<file path="src/rtl/btb_update_sched.sv">
`default_nettype none
// ============================================================================
// btb_update_sched : BTB write-side scheduler. Detects mispredictions, queues
//                    updates in a 2-deep FIFO, arbitrates the BTB port, sweeps.
// Revision 1.0
// ============================================================================
module btb_update_sched #(
  parameter int ENTRIES       = 3,
  parameter int TAG_W         = 8,
  parameter int STARVE_LIMIT  = 3,
  localparam int IDX_W        = $clog2(ENTRIES)
) (
  input  logic             clk,
  input  logic             reset,
  input  logic             flush_all,
  input  logic             lookup_req,
  output logic             lookup_stall,
  input  logic             res_valid,
  output logic             res_ready,
  input  logic [31:0]      res_pc,
  input  logic [31:0]      res_target,
  input  logic             res_taken,
  input  logic             res_pred_taken,
  input  logic [31:0]      res_pred_bta,
  input  logic [IDX_W-1:0] res_hit_idx,
  output logic             btb_we,
  output logic [IDX_W-1:0] btb_idx,
  output logic             btb_wvalid,
  output logic [TAG_W-1:0] btb_wtag,
  output logic [31:0]      btb_wbta,
  output logic             mispredict,
  output logic [31:0]      redirect_pc,
  output logic             busy
);

  localparam int               CNT_W      = (STARVE_LIMIT < 1) ? 1 : $clog2(STARVE_LIMIT + 1);
  localparam logic [IDX_W-1:0] LAST_IDX   = IDX_W'(ENTRIES - 1);
  localparam logic [CNT_W-1:0] STARVE_MAX = CNT_W'(STARVE_LIMIT);

  typedef enum logic [0:0] {
    CLEAR = 1'b0,
    IDLE  = 1'b1
  } state_t;

  typedef struct packed {
    logic [IDX_W-1:0] idx;
    logic [TAG_W-1:0] tag;
    logic [31:0]      bta;
  } entry_t;

  state_t           state_q, state_d;
  logic [IDX_W-1:0] sweep_q, sweep_d;
  logic [IDX_W-1:0] victim_q, victim_d;
  logic [CNT_W-1:0] starve_q, starve_d;
  entry_t           fifo_q [2];
  entry_t           head, new_entry;
  logic             rd_ptr_q, wr_ptr_q;
  logic [1:0]       count_q, count_d;
  logic             enq, deq, fifo_clr;
  logic             accept, cond_a, cond_b, cond_c;
  logic             mispredict_q, mispredict_d;
  logic [31:0]      redirect_q, redirect_d;

  assign res_ready = !reset && (state_q == IDLE) && (count_q != 2'd2);
  assign accept    = res_valid && res_ready;

  assign cond_a = res_taken && !res_pred_taken;
  assign cond_b = !res_taken && res_pred_taken;
  assign cond_c = res_taken && res_pred_taken && (res_pred_bta != res_target);

  // Only a missing entry (a) or a stale target (c) needs a BTB write.
  assign enq           = accept && (cond_a || cond_c);
  assign new_entry.idx = cond_a ? victim_q : res_hit_idx;
  assign new_entry.tag = res_pc[TAG_W-1:0];
  assign new_entry.bta = res_target;
  assign head          = fifo_q[rd_ptr_q];
  assign count_d       = count_q + {1'b0, enq} - {1'b0, deq};

  assign mispredict_d = accept && (cond_a || cond_b || cond_c);
  assign redirect_d   = !mispredict_d ? redirect_q :
                        cond_b        ? res_pc + 32'd4 : res_target;

  assign mispredict  = mispredict_q;
  assign redirect_pc = redirect_q;

  always_comb begin
    state_d      = state_q;
    sweep_d      = sweep_q;
    victim_d     = victim_q;
    starve_d     = starve_q;
    deq          = 1'b0;
    fifo_clr     = 1'b0;
    btb_we       = 1'b0;
    btb_idx      = '0;
    btb_wvalid   = 1'b0;
    btb_wtag     = '0;
    btb_wbta     = '0;
    lookup_stall = 1'b0;
    busy         = 1'b0;
    if (!reset) begin
      case (state_q)
        CLEAR: begin
          btb_we       = 1'b1;
          btb_idx      = sweep_q;
          lookup_stall = 1'b1;
          busy         = 1'b1;
          starve_d     = '0;
          if (flush_all) begin
            sweep_d = '0;
          end else if (sweep_q == LAST_IDX) begin
            sweep_d = '0;
            state_d = IDLE;
          end else begin
            sweep_d = sweep_q + 1'b1;
          end
        end
        IDLE: begin
          busy = (count_q != 2'd0);
          if (count_q == 2'd0) begin
            starve_d = '0;
          end else if (!lookup_req) begin
            deq      = 1'b1;
            starve_d = '0;
          end else if (starve_q == STARVE_MAX) begin
            deq          = 1'b1;
            lookup_stall = 1'b1;
            starve_d     = '0;
          end else begin
            starve_d = starve_q + 1'b1;
          end
          if (deq) begin
            btb_we     = 1'b1;
            btb_idx    = head.idx;
            btb_wvalid = 1'b1;
            btb_wtag   = head.tag;
            btb_wbta   = head.bta;
          end
          if (enq && cond_a) begin
            victim_d = (victim_q == LAST_IDX) ? '0 : victim_q + 1'b1;
          end
          if (flush_all) begin
            state_d  = CLEAR;
            sweep_d  = '0;
            victim_d = '0;
            starve_d = '0;
            fifo_clr = 1'b1;
          end
        end
        default: state_d = CLEAR;
      endcase
    end
  end

  always_ff @(posedge clk) begin
    if (reset) begin
      state_q      <= CLEAR;
      sweep_q      <= '0;
      victim_q     <= '0;
      starve_q     <= '0;
      rd_ptr_q     <= 1'b0;
      wr_ptr_q     <= 1'b0;
      count_q      <= 2'd0;
      mispredict_q <= 1'b0;
      redirect_q   <= 32'd0;
    end else begin
      state_q      <= state_d;
      sweep_q      <= sweep_d;
      victim_q     <= victim_d;
      starve_q     <= starve_d;
      mispredict_q <= mispredict_d;
      redirect_q   <= redirect_d;
      if (fifo_clr) begin
        rd_ptr_q <= 1'b0;
        wr_ptr_q <= 1'b0;
        count_q  <= 2'd0;
      end else begin
        if (enq) wr_ptr_q <= ~wr_ptr_q;
        if (deq) rd_ptr_q <= ~rd_ptr_q;
        count_q <= count_d;
      end
    end
  end

  always_ff @(posedge clk) begin
    if (enq) fifo_q[wr_ptr_q] <= new_entry;
  end

endmodule
`default_nettype wire

</file>
<file path="config.mk">
export PLATFORM = sky130hd
export DESIGN_NAME = btb_update_sched
export DESIGN_NICKNAME = d
export VERILOG_FILES = /design/src/rtl/btb_update_sched.sv
export SDC_FILE = /design/constraint.sdc
export NUM_CORES = 1
export LEC_CHECK = 0
export CAP_MARGIN = 10
export CORE_MARGIN = 1.5
export CORE_UTILIZATION = 40
export CTS_CLUSTER_DIAMETER = 40
export DETAILED_ROUTE_END_ITERATION = 7
export PLACE_DENSITY = 0.76
export SETUP_SLACK_MARGIN = 0.3
export SKIP_LAST_GASP = 1
export SYNTH_ARGS = -nofsm -noshare
export SYNTH_HDL_FRONTEND = slang
export SYNTH_SLANG_ARGS = --single-unit
</file>
<file path="constraint.sdc">
create_clock -name clk -period 8.1 [get_ports clk]
set_input_delay 1.215 -clock clk [delete_from_list [all_inputs] [get_ports clk]]
set_output_delay 1.215 -clock clk [all_outputs]
set_load 0.01 [all_outputs]
</file>
==> metrics.csv, run 1 <==
metric;value;unit
worst hold path class;reg2reg;
Slew @ Worst Pin;1230;ps
worst hold slack;437;ps
Post-Route WL;18500;um
setup TNS;0;ps
clock slew seen by the registers of the worst setup and hold paths;60;ps
Post-synth EDFFs;84;
Placed Cells;896;
RD Place Congestion;0.891;
worst path required time;6880;ps
run status;finished clean;
Peak VDD IR;0.000157;V
post-DR vias/cell;5.45;
DPL Wire Length;13400;um
min cycle time layout;5230;ps
placed cell area;8210;um2
number of global-route vias before repair;4969;
core area;15200;um2
Main synth FF type;edfxtp_1;
global route overflow;0;
Hold Buf Count CTS;0;
Synth Instances;553;
Storage cell area;3420;um2
Final Hold Viols;0;
Initial Utilization;40.9;%
die footprint;16300;um2
CTS Sinks;129;
Clock Root Buffer;clkbuf_16;
Area Growth Syn to Fin;42.5;%
RSZ-0062 raised after global routing;no;
layout cells sized above 1;7.43;%
CTS tree;built;
Max Cap Viol;0;
YS warnings;0;
Die Ht;128;um
Die W;128;um
Boundary Pins;185;
mapped cell area;6210;um2
PortBufs;184;
Setup Fix Bufs, Post-CTS;0;
DR vias;5058;
initial antenna violation count;0;
cell taking the most area after synthesis;edfxtp_1;
count leader, synth;edfxtp_1;
CP dominant cell by count;clkdlybuf4s50_1;
startpoint types;primary input;
CTS Buf Count;17;
syn nets;665;
Yosys cell types;47;
max_slew headroom;18.2;%
count of state elements after synthesis;129;
FILL cells;1207;
initial DRC count;404;
mean post-synth cell area;11.2;um2
nature of the critical path endpoint;output pin;
Crit Path Category;in2out;
post-layout net count;839;
PwrDens;187;nW/um2
met2 GRT Util;37.8;%
Final Max Slew Viols;0;
LEAKAGE;0.00297;uW
clk_lat worst skew;410;ps
GR peak layer;met2;
number of setup violations in the final report;0;
crit path max fanout;44;
first drt pass iteration count;5;
Post-Layout Inst Area;8850;um2
# diodes;0;
post-DR wirelength/cell;19.9;um
sequential fraction of the synthesis area;55.1;%
Max Fclk;191;MHz
row cnt;45;
grt met3 use;3.89;%
largest net degree at the start of global routing;54;
first-pass GRT wire length;27900;um
top-area cell type share of the netlist area;40.6;%
multi-input combinational cell area;2640;um2
grt met1 use;29.5;%
Post-Layout Cell Count;928;
reg-to-reg setup timing slack;5100;ps
Clock Path Buffers;2;
worst stage delay on the critical path;1040;ps
Routed Antenna Nets;0;
Critical Path Slowest Stage Cell;or3_2;
# DRC;0;
crit path DAT;4020;ps
PostCTS Resize Cnt;0;
H-tree depth reported by CTS;4;
GR Util All Layers;22.9;%
period utilization;64.6;%
skew final;8.56;ps
worst-path cell chain;clkdlybuf4s50_1, or3_2, o21ai_0, clkdlybuf4s50_1;
ranking of synthesized cells by area;edfxtp_1 41%, dfxtp_1 15%, mux2i_1 9.2%;
top cells by count, synth;84 x edfxtp_1, 59 x nor2_1, 57 x mux2i_1;
ys async rst share;0;%
-- critical path: cells and delay by family --
family	cells	cell delay, ps
buf+inv	2	1430
simple gates	1	1040
compound gates	1	310
-- routing by layer --
layer  vias to the layer above  wire [um]
li1                       2391          -
met1                      2424       7760
met2                       207       9070
met3                        36       1040
met4                         0        604
met5                         -          0
-- layout make-up --
class                   instances  area share [%]
clock inverters                 9            1.29
clock buffers                  23            6.01
well taps                     188            2.66
inverters                      10           0.424
multi-input cells             381            29.8
repair buffers                188            21.1
flip-flops and latches        129            38.7
-- layout by cell type, fill, tap and decap left out, types with 6 or more instances in the layout --
master | synthesis | routed
clkdlybuf4s50_1 | 0 | 184
xnor2_1 | 18 | 18
nand3_1 | 25 | 25
inv_1 | 10 | 10
o21ai_0 | 13 | 13
o221ai_1 | 11 | 11
nor4_1 | 10 | 10
nand2_1 | 27 | 27
nand4_1 | 25 | 25
xor2_1 | 39 | 39
mux2i_1 | 57 | 57
o21ai_1 | 10 | 10
nor3_1 | 10 | 10
a21oi_1 | 21 | 21
clkbuf_16 | 0 | 20
dfxtp_1 | 45 | 44
ha_1 | 7 | 6
nor2b_1 | 6 | 6
edfxtp_1 | 84 | 84
nor2_1 | 59 | 58
-- power breakdown --
group / leakage (uW) / internal (uW) / total, uW / switching (uW)
clock: 0.000320 / 528 / 820 / 292
sequential: 0.00112 / 701 / 702 / 1.17
combinational: 0.00153 / 69.6 / 135 / 65.2
total: 0.00297 / 1300 / 1660 / 358
-- flip-flops by register name (all words and copies together), names as in the netlist, named ones only --
register and count:
wr_ptr_q 1, mispredict 1, starve_q 2, fifo_q 84, state_q 1, sweep_q 2
redirect_pc 32, victim_q 2, rd_ptr_q 1, count_q 2
-- cell families after synthesis --
| kind of cell | Yosys count | synth area share [%] |
|---|---|---|
| buffers and inverters | 43 | 2.66 |
| xor gates and xnor gates | 57 | 8.04 |
| DFF | 129 | 55.1 |
| and+or+nand+nor | 186 | 15.7 |
| muxes | 62 | 10.1 |
| AOI/OAI and AO/OA | 69 | 6.97 |
| adders and majority gates | 7 | 1.41 |
-- final timing paths --
kind	from	endpoint	cells past startpoint
worst max register to register	state_q	fifo_q[0][5]	7
worst min-delay path	starve_q[0]	starve_q[0]	1
worst max-delay path	reset	btb_idx[0]	4
worst min register to register	starve_q[0]	starve_q[0]	1
-- through the flow --
stage	total power [uW]	worst slack, ps	util [%]
after floorplan	760	3520	-
after global placement	846	2910	54.0
after detailed placement	849	2850	54.0
after CTS	1660	2830	58.2
after global routing	1700	2710	58.2
final	1660	2870	58.2
No activity file was read; power rests on OpenSTA's default activity.
==> run 2: changes to the inputs <==
Settings changed: PLACE_DENSITY 0.76 to 0.78.
Clock period 8.1 ns to 4.7 ns, I/O delays scaled along.
==> run 2 against run 1 <==
Clock skew is 2.9 ps lower. Hold slack worse by 10 ps. Clock-buffer cell count is 3 lower. Worst setup slack worse by 1700 ps. Largest cell class unchanged.
==> metrics.csv, run 2 (synthesis gave the netlist of run 1 again) <==
metric;value;unit
number of setup violations in the final report;0;
Peak VDD IR;0.000245;V
H-tree depth reported by CTS;4;
period utilization;76.2;%
largest net degree at the start of global routing;45;
Die Ht;128;um
die footprint;16300;um2
worst-path cell chain;clkdlybuf4s50_1, or3_1, buf_4, o21ai_0, clkdlybuf4s50_1;
Max Cap Viol;0;
worst hold slack;427;ps
row cnt;45;
min cycle time layout;3580;ps
most frequent cells in the layout;184 x clkdlybuf4s50_1, 84 x edfxtp_1, 58 x nor2_1, 57 x mux2i_1, 44 x dfxtp_1;
PwrDens;322;nW/um2
worst stage delay on the critical path;590;ps
worst path required time;3990;ps
commonest non-fill, non-tap cell in the layout;clkdlybuf4s50_1;
Clock Root Buffer;clkbuf_16;
LEAKAGE;0.00298;uW
setup TNS;0;ps
Crit Path Category;in2out;
PostCTS Resize Cnt;0;
Slew @ Worst Pin;1190;ps
initial antenna violation count;0;
Clock Path Buffers;2;
Routed Antenna Nets;0;
Largest Register;fifo_q;
layout cells sized above 1;7.37;%
Final Max Slew Viols;0;
number of global-route vias before repair;5037;
first-pass GRT wire length;28500;um
initial DRC count;414;
final core utilization;58.4;%
Setup Fix Bufs, Post-CTS;0;
skew final;5.67;ps
DPL Wire Length;14000;um
worst hold path class;reg2reg;
RSZ-0062 raised after global routing;no;
Critical Path Slowest Stage Cell;clkdlybuf4s50_1;
DR vias;5165;
first drt pass iteration count;5;
Post-Route WL;18900;um
startpoint types;primary input;
Final Hold Viols;0;
Largest register FFs;84;
Max Fclk;279;MHz
clk_lat worst skew;410;ps
# DRC;0;
post-DR wirelength/cell;20.3;um
clock slew seen by the registers of the worst setup and hold paths;60;ps
global route overflow;0;
nature of the critical path endpoint;output pin;
CTS Sinks;129;
max_slew headroom;20.9;%
PortBufs;184;
core area;15200;um2
CTS tree;built;
Area Growth Syn to Fin;42.9;%
Boundary Pins;185;
run status;finished clean;
Die W;128;um
crit path DAT;2870;ps
GR Util All Layers;23.5;%
# diodes;0;
CP dominant cell by count;clkdlybuf4s50_1;
crit path max fanout;44;
post-layout net count;845;
post-DR vias/cell;5.53;
Hold Buf Count CTS;0;
CTS Buf Count;17;
Initial Utilization;40.9;%
RD Place Congestion;0.907;
## run 2: changes by cell type in the layout (fill, tap and decap cells not counted)
cell       before  now
bufinv_16       2    5
buf_4           4   10
inv_6           2    0
clkinv_4        3    2
or3_2           1    0
or3_1           2    3
clkinv_1        0    3
clkbuf_16      20   17
clkbuf_1        1    3
clkbuf_8        2    0
## run 2: final cells by class
type | instances | area, um2
clock buffers | 20 | 437
clock inverters | 12 | 189
fillers | 1262 | 6330
inverters | 10 | 37.5
multi-input cells | 381 | 2640
flip-flops and latches | 129 | 3420
well taps | 188 | 235
repair buffers | 194 | 1920
## run 2: final timing paths
| check | start | endpoint | slack, ps | cells past startpoint |
|---|---|---|---|---|
| setup reg to reg | state_q | fifo_q[0][14] | 1930 | 7 |
| hold reg to reg | starve_q[0] | starve_q[0] | 430 | 1 |
| setup / recovery | reset | btb_idx[1] | 1120 | 5 |
| hold / removal | starve_q[0] | starve_q[0] | 430 | 1 |
## run 2: worst max-delay path, delay by kind of cell
kind                   cells  cell delay [ps]
and+or+nand+nor            1              420
buffers and inverters      3             1440
AOI/OAI and AO/OA          1              300
## run 2: routing by layer
metal	vias up	GRT usage [%]	routed length, um
li1	2392	-	-
met1	2499	30.0	7780
met4	0	8.99	476
met2	239	39.6	9210
met5	-	0	0
met3	35	4.77	1450
## run 2: power by group
group / internal [uW] / total [uW] / switching (uW)
logic: 121 / 236 / 115
clock network: 934 / 1410 / 473
registers: 1210 / 1210 / 1.98
total: 2260 / 2850 / 590
## run 2: per-stage QoR
stage / std cells / instance area (um2) / power, uW / setup WS, ps
global route: 934 / 8870 / 2930 / 1020
global placement: 902 / 8250 / 1470 / 952
floorplan: 553 / 6210 / 1310 / 629
finish: 934 / 8870 / 2850 / 1120
CTS: 934 / 8870 / 2870 / 1130
detailed placement: 902 / 8250 / 1470 / 905
